===== config.mk =====
export PLATFORM = sky130hd
export DESIGN_NAME = pdm_record_ctrl
export DESIGN_NICKNAME = d
export VERILOG_FILES = /design/src/rtl/voice_pkg.sv /design/src/rtl/pdm_clk_gen.sv /design/src/rtl/pdm_record_ctrl.sv
export SDC_FILE = /design/constraint.sdc
export NUM_CORES = 1
export LEC_CHECK = 0
export ABC_AREA = 0
export BUFFER_PORTS_ARGS = -buffer_cell sky130_fd_sc_hd__buf_2
export CORE_MARGIN = 5
export CORE_UTILIZATION = 54
export CTS_BUF_LIST = sky130_fd_sc_hd__clkbuf_8
export DETAILED_ROUTE_END_ITERATION = 6
export GPL_TIMING_DRIVEN = 1
export PLACE_DENSITY_LB_ADDON = 0.15
export SETUP_SLACK_MARGIN = 0.05
export SLEW_MARGIN = 10
export SYNTH_ARGS = -nofsm -noshare
export SYNTH_HDL_FRONTEND = slang
export SYNTH_SLANG_ARGS = --single-unit

===== constraint.sdc =====
create_clock -name clk -period 2.7 [get_ports clk]
set_input_delay 0 -clock clk [delete_from_list [all_inputs] [get_ports clk]]
set_output_delay 0 -clock clk [all_outputs]
set_load 0.05 [all_outputs]

===== src/rtl/voice_pkg.sv =====
// Shared types and constants for the voice-capture path.
// Holds the record-session state encoding and the PDM sample word width.
// Ports: none (package).
package voice_pkg;

    typedef enum logic [1:0] {
        REC_IDLE   = 2'd0,
        REC_WAKE   = 2'd1,
        REC_RECORD = 2'd2,
        REC_DONE   = 2'd3
    } rec_state_t;

    // Word width produced by PDM_sample and stored in the sample RAM.
    localparam int SAMPLE_W = 32;

endpackage


===== src/rtl/pdm_clk_gen.sv =====
// PDM microphone clock divider: mic_clk toggles every CLK_DIV/2 clk cycles while run is high.
// Ports: clk, rst (async, active-high), run (enable), mic_clk (divided clock, low whenever run is low).
// First rising edge CLK_DIV/2 cycles after run rises; 50% duty.
module pdm_clk_gen #(
    parameter int CLK_DIV = 40
) (
    input  logic clk,
    input  logic rst,
    input  logic run,
    output logic mic_clk
);

    localparam int HALF  = CLK_DIV / 2;
    localparam int CNT_W = (HALF > 1) ? $clog2(HALF) : 1;
    localparam logic [CNT_W-1:0] CNT_LAST = CNT_W'(HALF - 1);

    logic [CNT_W-1:0] cnt_q, cnt_d;
    logic             mic_q, mic_d;

    // Counter and phase are held at zero whenever the session is not running,
    // so every session starts from the same phase.
    always_comb begin
        cnt_d = '0;
        mic_d = 1'b0;
        if (run) begin
            if (cnt_q == CNT_LAST) begin
                cnt_d = '0;
                mic_d = ~mic_q;
            end else begin
                cnt_d = cnt_q + 1'b1;
                mic_d = mic_q;
            end
        end
    end

    always_ff @(posedge clk or posedge rst) begin
        if (rst) begin
            cnt_q <= '0;
            mic_q <= 1'b0;
        end else begin
            cnt_q <= cnt_d;
            mic_q <= mic_d;
        end
    end

    // Gate with run so the pin drops in the very cycle the session leaves RECORD.
    assign mic_clk = mic_q & run;

endmodule


===== src/rtl/pdm_record_ctrl.sv =====
// Voice-capture session sequencer: wakes the mic, enables PDM_sample, stores its words in sample RAM.
// Ports: rec_start/rec_stop requests in; mic_clk, count_en to mic/sampler; samp_wr/samp_data from
// sampler; mem_we/mem_addr/mem_wdata to RAM (registered, 1 cycle after samp_wr); word_count/busy/full/done status.
module pdm_record_ctrl
    import voice_pkg::*;
#(
    parameter int ADDR_W      = 10,
    parameter int DEPTH       = 1024,
    parameter int WAKE_CYCLES = 4096,
    parameter int CLK_DIV     = 40
) (
    input  logic                clk,
    input  logic                rst,
    input  logic                rec_start,
    input  logic                rec_stop,
    output logic                mic_clk,
    output logic                count_en,
    input  logic                samp_wr,
    input  logic [SAMPLE_W-1:0] samp_data,
    output logic                mem_we,
    output logic [ADDR_W-1:0]   mem_addr,
    output logic [SAMPLE_W-1:0] mem_wdata,
    output logic [ADDR_W:0]     word_count,
    output logic                busy,
    output logic                full,
    output logic                done
);

    localparam int WC_W = (WAKE_CYCLES > 1) ? $clog2(WAKE_CYCLES) : 1;
    localparam logic [WC_W-1:0]   WAKE_LAST = WC_W'(WAKE_CYCLES - 1);
    localparam logic [ADDR_W:0]   DEPTH_CNT = (ADDR_W + 1)'(DEPTH);

    rec_state_t          state_q, state_d;
    logic [WC_W-1:0]     wake_cnt_q, wake_cnt_d;
    logic [ADDR_W:0]     word_count_q, word_count_d;
    logic                full_q, full_d;
    logic                mem_we_q;
    logic [ADDR_W-1:0]   mem_addr_q;
    logic [SAMPLE_W-1:0] mem_wdata_q;
    logic                done_q;

    logic                run;
    logic                wr_acc;
    logic                last_word;

    // Words are only taken while recording; anything the sampler produces
    // outside RECORD (it is not enabled then) is dropped.
    assign wr_acc    = (state_q == REC_RECORD) && samp_wr;
    assign last_word = wr_acc && ((word_count_q + 1'b1) == DEPTH_CNT);

    // ---------------- FSM: state register ----------------
    always_ff @(posedge clk or posedge rst) begin
        if (rst) begin
            state_q <= REC_IDLE;
        end else begin
            state_q <= state_d;
        end
    end

    // ---------------- FSM: next state ----------------
    always_comb begin
        state_d = state_q;
        case (state_q)
            REC_IDLE:   if (rec_start) state_d = REC_WAKE;
            // A stop during wake-up wins over wake expiry in the same cycle.
            REC_WAKE:   if (rec_stop) state_d = REC_DONE;
                        else if (wake_cnt_q == WAKE_LAST) state_d = REC_RECORD;
            REC_RECORD: if (rec_stop || last_word) state_d = REC_DONE;
            REC_DONE:   state_d = REC_IDLE;
            default:    state_d = REC_IDLE;
        endcase
    end

    // ---------------- FSM: outputs ----------------
    always_comb begin
        run      = 1'b0;
        count_en = 1'b0;
        busy     = 1'b0;
        case (state_q)
            REC_WAKE:   begin run = 1'b1; busy = 1'b1; end
            REC_RECORD: begin run = 1'b1; busy = 1'b1; count_en = 1'b1; end
            default:    ;
        endcase
    end

    // ---------------- wake counter and session status ----------------
    always_comb begin
        wake_cnt_d   = (state_q == REC_WAKE) ? wake_cnt_q + 1'b1 : '0;
        word_count_d = word_count_q;
        full_d       = full_q;
        if ((state_q == REC_IDLE) && rec_start) begin
            word_count_d = '0;
            full_d       = 1'b0;
        end else if (wr_acc) begin
            word_count_d = word_count_q + 1'b1;
            if (last_word) full_d = 1'b1;
        end
    end

    always_ff @(posedge clk or posedge rst) begin
        if (rst) begin
            wake_cnt_q   <= '0;
            word_count_q <= '0;
            full_q       <= 1'b0;
            mem_we_q     <= 1'b0;
            mem_addr_q   <= '0;
            mem_wdata_q  <= '0;
            done_q       <= 1'b0;
        end else begin
            wake_cnt_q   <= wake_cnt_d;
            word_count_q <= word_count_d;
            full_q       <= full_d;
            mem_we_q     <= wr_acc;
            if (wr_acc) begin
                mem_addr_q  <= word_count_q[ADDR_W-1:0];
                mem_wdata_q <= samp_data;
            end
            // DONE lasts exactly one cycle, so this is a single-cycle pulse.
            done_q <= (state_d == REC_DONE);
        end
    end

    pdm_clk_gen #(
        .CLK_DIV (CLK_DIV)
    ) u_clk_gen (
        .clk     (clk),
        .rst     (rst),
        .run     (run),
        .mic_clk (mic_clk)
    );

    assign mem_we     = mem_we_q;
    assign mem_addr   = mem_addr_q;
    assign mem_wdata  = mem_wdata_q;
    assign word_count = word_count_q;
    assign full       = full_q;
    assign done       = done_q;

endmodule

==> metrics.txt, run 1 <==
outcome finished, final reports clean; CP Launch Point state_q[0]$_DFF_PP0_; Synth cell types 38; synthesis-stage register bit count between 70 and 80; Final TNS setup 0 ps; cell count after synthesis 369; fin crit share ~70%; FF-to-FF End word_count[4]$_DFFE_PP0P_; vias in the first global route 2820; final setup fails 0; number of buffers created by CTS 9; CP endpoint kind register; post-CTS setup buffer count 0; Crit path required time 2920 ps; DR iter-0 viols 97; WHS 98.7 ps; Crit path top cell by count inv_1; total track usage a little over a fifth; Placed Cells 530; num ports 96; worst setup path endpoint word_count[4]$_DFFE_PP0P_; FF-to-FF Start state_q[0]$_DFF_PP0_; H-tree depth 3; Leakage 0.00241 uW; Levels on crit path 8; Area growth syn-to-layout 31.4%; Reg power frac 36.1%; Post-synth EDFFs 0; cts hold-fix bufs 33; core box area approximately 6200 um2; cell area after synthesis 3400 um2; CTS tree built; slowest cell delay on critical path 410 ps; post-cts resize count 0; antenna violations before repair 0; clk root buf clkbuf_8; Syn Nets 414; FMAX 513 MHz; worst skew pair latency 340 ps; WL final 7830 um; remaining antenna violation count 0; ranking of synthesized cells by area dfrtp_1, nand2_1, xnor2_1, and2_1, ha_1; Gate power share 44.7%; CP bufs+invs 3; final HPWL from detailed placement 5100 um; Final #Nets 542; Warnings, synthesis 0; CP Cell Sequence inv_1 -> ha_1 -> nand2_1 -> inv_1 -> buf_4 -> nand3_1 -> xor2_1 -> nor2_1; post-layout util a little under three quarters; DR pass1 iterations 4; # rows 29; initial core utilization between 50% and 60%; CP max FO 21; max_slew headroom ~67%; min-delay worst type in2reg; reg2reg setup slack 750 ps; # diodes 0; routability congestion estimate 0.850; placed inst area just under 4000 um2; Clock Tree Buf Depth 2; layout cell share with drive strength beyond 1 24.1%; most frequent cells in the layout nand2_1, buf_2, dfrtp_1; crit-path leading delay family buffers and inverters; Via density ~4.9; fin cells ~580; Die Ht 89.3 um; grt ovf 0; async set-reset flop share out of synthesis 100%; max_cap viols 0; via count 2857; top cell type's share of synthesized area 55.9%; slowest CP cell dfrtp_1; global-route wire length before repair 12700 um; Die X 89.3 um; ys flop type dfrtp_1; commonest non-fill, non-tap cell in the layout nand2_1; final instance area 4470 um2; clock sink count 76; routed length per instance 13.5 um; Setup CP Type reg2reg; largest net degree at the start of global routing 50; FF/Latch Area 1900 um2; Multi-input gate area about 1400 um2; syn avg cell area between 9 and 10 um2; final slew viol count 0; P_sw around 2100 uW; DRC Markers 0; fillers between 400 and 500; Worst EP arrival 2170 ps; full die area 7980 um2; min Tclk post-route 1950 ps; worst-margin pin slew 490 ps; sequential fraction of the synthesis area 55.9%; sw frac 46.7%; RSZ-0062 raised after global routing no; IO buf count 95; PwrDens 1010 nW/um2; crit start category register; Synth area leader dfrtp_1; Hold Fails Final Rpt 0; VDD IR-drop max 949 uV; r2r worst-path depth 8; skew final approximately 7.2 ps; Worst-path clk slew around 70 ps; Clock Power Share between 10% and 20%; Int Power 2410 uW
final cells by class:
cell class,count,share of cell area [%]
inverter,6,0.504
multi-input combinational,271,31.3
sequential,76,42.6
clock buffer,11,3.39
timing repair buffer,133,18.9
tap,77,2.16
clock inverter,5,1.15
sequential cells by signal (all words and copies together), names as in the netlist:
name,count
mem_addr,10
state_q,2
word_count,11
mem_wdata,32
u_clk_gen.cnt_q,5
done,1
full,1
u_clk_gen.mic_q,1
mem_we,1
wake_cnt_q,12
Yosys cell counts, types with 2 or more instances:
cell      number
or3_1          2
a21oi_1        5
nand2_1      147
and2_1        16
buf_1          4
xor2_1        10
nor3_1         2
nor2_1        17
nand4_1        8
xnor2_1       13
o21ai_1        2
inv_1          6
nand3_1        7
buf_2          3
clkbuf_1       7
nor2b_1        3
dfrtp_1       76
o21ai_0        8
o31ai_1        2
nand2b_1       2
o32ai_1        2
ha_1           8
and3_1         3
nor3b_1        2
stage by stage:
stage | power (uW) | setup slack [ps]
after floorplan | 3150 | 641
after global placement | 3600 | 815
after detailed placement | 3630 | 748
after CTS | 4540 | 739
after global routing | 4800 | 566
final | 4520 | 752
worst min-delay path by stage:
stage,from,end,depth (start not counted)
detailed placement,rst,mem_wdata[21]$_DFFE_PP0P_,2
floorplan,samp_data[0],mem_wdata[0]$_DFFE_PP0P_,2
finish,rec_start,state_q[1]$_DFF_PP0_,3
global route,rec_start,state_q[1]$_DFF_PP0_,3
CTS,rec_start,state_q[1]$_DFF_PP0_,3
global placement,rst,mem_wdata[21]$_DFFE_PP0P_,2
logic make-up (layout without fill, tap and decap cells):
| kind of cell | count (synthesis) | after routing | share of synthesized area [%] |
|---|---|---|---|
| AOI/OAI and AO/OA | 24 | 24 | 4.38 |
| buffers and inverters | 22 | 155 | 2.87 |
| adders and majority gates | 8 | 8 | 2.94 |
| xor gates and xnor gates | 23 | 23 | 5.93 |
| muxes | 2 | 2 | 0.626 |
| and+or+nand+nor | 214 | 214 | 27.3 |
| DFF | 76 | 76 | 55.9 |
power groups by stage:
stage | registers, uW | logic (uW) | clock network (uW)
2_1_floorplan | 2490 | 653 | 0
3_3_place_gp | 1640 | 1960 | 0
3_5_place_dp | 1640 | 1990 | 0
4_1_cts | 1620 | 2030 | 891
5_1_grt | 1670 | 2190 | 942
6_report | 1630 | 2020 | 866
worst reg2reg max path, cell delays in order, from the launching register on:
cell     delay (ps)
dfrtp_1         410
inv_1           110
ha_1            280
nand2_1         100
inv_1           300
buf_4           310
nand3_1         120
xor2_1          140
nor2_1           50
layer usage:
metal | up-vias | GRT usage [%] | wire length, um
li1 | 1430 | - | -
met1 | 1320 | 26.0 | 3380
met2 | 82 | 32.8 | 3730
met3 | 25 | 5.62 | 453
met4 | 0 | 11.5 | 271
met5 | - | 0 | 0
Note: power is estimated with default switching activity, not from simulation.
==> inputs of run 2 (changes only) <==
Clock period 2.7 ns to 2.04 ns, I/O delays scaled along.
==> run 2 against run 1 <==
Clock-buffer cell count decreased by 2. Critical path type unchanged. Largest cell class unchanged. Fmax increased by 7.2%. Power increased by 33%. Routed wire length increased by 3.1%.
==> metrics.txt, run 2 (synthesis results as in run 1) <==
Setup CP Type reg2reg; initial core utilization 54.5%; most frequent cells in the layout nand2_1, buf_2, dfrtp_1; FF-to-FF Start word_count[1]$_DFFE_PP0P_; routability congestion estimate between 0.8 and 0.9; worst setup path endpoint full$_DFFE_PP0P_; largest net degree at the start of global routing 45; RSZ-0062 raised after global routing no; Worst EP arrival between 2000 and 2500 ps; antenna violations before repair 0; post-layout util 72.0%; min-delay worst type in2reg; layout cell share with drive strength beyond 1 24.9%; VDD IR-drop max 1020 uV; slowest CP cell dfrtp_1; Hold Fails Final Rpt 0; FMAX 550 MHz; CP max FO 7; vias in the first global route 2927; crit start category register; PwrDens 1340 nW/um2; max reg flops 32; # diodes 0; skew final between 8 and 9 ps; worst skew pair latency 350 ps; Area growth syn-to-layout 32.1%; WL final 8080 um; CP Launch Point word_count[1]$_DFFE_PP0P_; FF-to-FF End full$_DFFE_PP0P_; core box area 6240 um2; reg2reg setup slack 220 ps; CP Cell Sequence ha_1 -> nand4_1 -> o32ai_1 -> nand4_1 -> a21oi_1; r2r worst-path depth 5; Leakage 0.00241 uW; DRC Markers 0; via count 2881; CTS tree built; max_cap viols 0; crit-path leading delay family compound AO/OA/AOI/OAI gates; global-route wire length before repair 13300 um; Final TNS setup 0 ps; Levels on crit path 5; DR iter-0 viols between 100 and 150; CP bufs+invs 0; CP endpoint kind register; full die area between 7000 and 8000 um2; Final #Nets 543; grt ovf 0; post-CTS setup buffer count 0; fillers approximately 470; total track usage approximately 22%; commonest non-fill, non-tap cell in the layout nand2_1; Die Ht 89.3 um; final setup fails 0; IO buf count 95; slowest cell delay on critical path around 490 ps; Via density 4.97; # rows 29; Crit path required time 2320 ps; M3 GR Usage about 7.7%; num ports between 90 and 100; remaining antenna violation count 0; Worst-path clk slew 80 ps; routed length per instance 13.9 um; met2 GRT Util 34.8%; max_slew headroom between 50% and 60%; Most Crowded Layer GR met2; met1 Track Usage GR between 20% and 30%; Die X just under 90 um; min Tclk post-route ~1800 ps; outcome finished, final reports clean; clock sink count 76; number of buffers created by CTS 9; final HPWL from detailed placement 5310 um; clk root buf clkbuf_8; Crit path top cell by count nand4_1; DR pass1 iterations 4; worst-margin pin slew 716 ps; Clock Tree Buf Depth 2; fin crit share 89.1%; Pwr Total 6020 uW; final slew viol count 0; H-tree depth 3
[run 2: worst min-delay path by stage]
stage                            start                        end  slack (ps)  depth (start not counted)
after floorplan           samp_data[0]   mem_wdata[0]$_DFFE_PP0P_         110                          2
after global placement             rst  mem_wdata[23]$_DFFE_PP0P_         160                          2
after detailed placement           rst  mem_wdata[27]$_DFFE_PP0P_         160                          2
after CTS                    rec_start       state_q[1]$_DFF_PP0_          90                          3
after global routing          rec_stop       state_q[0]$_DFF_PP0_          80                          4
final                          samp_wr  word_count[3]$_DFFE_PP0P_          80                          4
[run 2: routing by layer]
layer  wire (um)  share of wire (%)  up-vias
met5           0                  0        -
met4         206                2.6        0
met3         505                6.3       17
met2        3900                 48       76
met1        3470                 43     1355
li1            -                  -     1433
[run 2: final cells by class]
| cell class | instances | area, um2 | share of cell area (%) |
|---|---|---|---|
| flip-flops and latches | 76 | 1900 | 42.4 |
| multi-input cells | 271 | 1410 | 31.3 |
| clock inverters | 7 | 77.6 | 1.73 |
| clock buffers | 9 | 124 | 2.76 |
| well taps | 77 | 96.3 | 2.15 |
| inverters | 6 | 22.5 | 0.502 |
| repair buffers | 134 | 863 | 19.2 |
[run 2: report_power, final]
| group | switching [uW] | total [uW] | internal, uW |
|---|---|---|---|
| combinational | 2020 | 2710 | 682 |
| clock | 585 | 1160 | 570 |
| sequential | 259 | 2160 | 1900 |
[run 2: worst reg2reg max path, delay by kind of cell, from the launching register on]
family,cells,cell delay (ps)
fa+ha+maj,1,300
flops,1,490
compound gates,2,530
simple gates,2,420
[run 2: stage by stage]
stage	hold WS (ps)	std cells	worst slack (ps)	cell area [um2]
2_1_floorplan	105	369	102	3400
3_3_place_gp	160	531	320	3960
3_5_place_dp	158	531	240	3960
4_1_cts	89.0	580	200	4490
5_1_grt	80.7	580	89.2	4490
6_report	84.7	580	222	4490
[run 2: repair_timing]
item | 4_1_cts | 5_1_grt
endpoints found under the hold margin | 64 | 0
setup endpoints to repair | 0 | 1
gates resized for setup | 0 | 1
hold buffers | 33 | 0
==> inputs of run 3 (changes only) <==
Settings changed: BUFFER_PORTS_ARGS -buffer_cell sky130_fd_sc_hd__buf_2 to unset, CORE_UTILIZATION 54 to 65, DONT_BUFFER_PORTS set to 1.
==> run 3 against run 2 <==
Critical path depth grew 2. First-iteration DRC count is 32% higher. Die area is 15% lower. Sequential power increased by 53%. Critical endpoint is now done$_DFF_PP0_. Largest power group is now registers. Highest routed layer unchanged.
==> metrics.txt, run 3 (synthesis results as in run 1) <==
outcome finished, final reports clean; P_sw 2800 uW; Gate power share 23.0%; grt ovf 0; Worst EP arrival 2070 ps; most frequent cells in the layout nand2_1, dfrtp_1, dlygate4sd3_1; FMAX 558 MHz; slowest CP cell dfrtp_1; core box area 5110 um2; Clock Tree Buf Depth 2; Via density 5.46; number of buffers created by CTS 9; largest net degree at the start of global routing 51; final setup fails 0; Worst-path clk slew 70 ps; Placed Cells 441; routability congestion estimate 0.848; r2r worst-path depth 7; RSZ-0062 raised after global routing no; final slew viol count 0; post-layout util 81.1%; full die area 6780 um2; min Tclk post-route 1790 ps; layout cell share with drive strength beyond 1 about a tenth; Leakage 0.00206 uW; Area growth syn-to-layout 21.8%; CP Launch Point state_q[0]$_DFF_PP0_; CP bufs+invs 1; clk root buf clkbuf_8; crit-path leading delay family simple AND/OR/NAND/NOR gates; H-tree depth 3; CP max FO 6; global-route wire length before repair 13100 um; via count 2698; antenna violations before repair 0; Reg power frac 57.1%; initial core utilization 66.6%; DR iter-0 viols 158; WL final between 8000 and 9000 um; Setup CP Type reg2reg; slowest cell delay on critical path 400 ps; vias in the first global route approximately 2800; clock sink count 76; Int Power 2970 uW; Final TNS setup 0 ps; PwrDens 1390 nW/um2; max_slew headroom approximately three fifths; Levels on crit path 7; commonest non-fill, non-tap cell in the layout nand2_1; FF-to-FF End done$_DFF_PP0_; sw frac 48.6%; Die Ht 82.3 um; min-delay worst type in2reg; CTS tree built; # rows 26; max_cap viols 0; worst-margin pin slew 595 ps; fin crit share 87.8%; reg2reg setup slack 250 ps; DR pass1 iterations 4; skew final 7.95 ps; VDD IR-drop max 1000 uV; remaining antenna violation count 0; Crit path required time ~2300 ps; CP Cell Sequence inv_1 -> ha_1 -> nand2b_1 -> nor4_1 -> a32o_1 -> nand3_1 -> o21ai_1; Die X 82.3 um; Hold Fails Final Rpt 0; Clock Power Share between 10% and 20%; crit start category register; FF-to-FF Start state_q[0]$_DFF_PP0_; max reg flops 32; DRC Markers 0; CP endpoint kind register; worst setup path endpoint done$_DFF_PP0_; final HPWL from detailed placement around 5000 um; Final #Nets around 460; fin cells 494; IO buf count 0; routed length per instance 16.5 um; total track usage about a quarter; num ports 96; worst skew pair latency 360 ps
-- run 3: worst min path at each step --
stage                       startpoint                         to  slack (ps)  cells past startpoint
after floorplan           samp_data[0]   mem_wdata[0]$_DFFE_PP0P_         110                      2
after global placement             rst  mem_wdata[19]$_DFFE_PP0P_         -30                      1
after detailed placement           rst  mem_wdata[19]$_DFFE_PP0P_         -20                      1
after CTS                     rec_stop       state_q[1]$_DFF_PP0_          70                      3
after global routing          rec_stop       state_q[1]$_DFF_PP0_         110                      3
final                         rec_stop       state_q[1]$_DFF_PP0_          90                      3
-- run 3: area by class of cell --
class	instances	area, um2
Multi-Input combinational cell	271	1410
Sequential cell	76	1900
Tap cell	70	87.6
Clock inverter	6	63.8
Timing Repair Buffer	54	520
Antenna cell	1	2.50
Clock buffer	10	138
Inverter	6	22.5
Fill cell	330	966
-- run 3: per-stage QoR --
step | area (um2) | power [uW] | worst slack [ps] | hold WS [ps]
2_1_floorplan | 3400 | 4170 | 102 | 105
3_3_place_gp | 3580 | 4490 | 400 | -34.4
3_5_place_dp | 3580 | 4550 | 325 | -23.0
4_1_cts | 4140 | 5750 | 303 | 65.5
5_1_grt | 4140 | 6090 | 87.7 | 114
6_report | 4140 | 5770 | 248 | 89.5
-- run 3: repair_timing --
item / 4_1_cts / 5_1_grt
endpoints found under the setup margin: 0 / 0
hold endpoints to repair: 62 / 0
gates resized for setup: 0 / 0
buffers inserted: 0 / 0
hold buffers: 36 / 0
-- run 3: worst register-to-register path, cell delays in order, from the launching register on --
cell and delay [ps]:
dfrtp_1 400, inv_1 100, ha_1 280, nand2b_1 160
nor4_1 310, a32o_1 250, nand3_1 90, o21ai_1 130
-- run 3: per-layer routing --
| metal | GRT usage [%] | vias to the layer above | part of all wire, % |
|---|---|---|---|
| met3 | 10.7 | 22 | 6.6 |
| met1 | 30.2 | 1303 | 37 |
| met2 | 43.8 | 92 | 53 |
| met5 | 0 | - | 0 |
| met4 | 11.8 | 0 | 3.0 |
| li1 | - | 1281 | - |
-- run 3: power groups by stage --
stage | combinational (uW) | clock (uW) | sequential, uW
CTS | 1300 | 1170 | 3280
global route | 1490 | 1260 | 3340
global placement | 1190 | 0 | 3300
finish | 1330 | 1150 | 3300
detailed placement | 1230 | 0 | 3310
floorplan | 868 | 0 | 3300
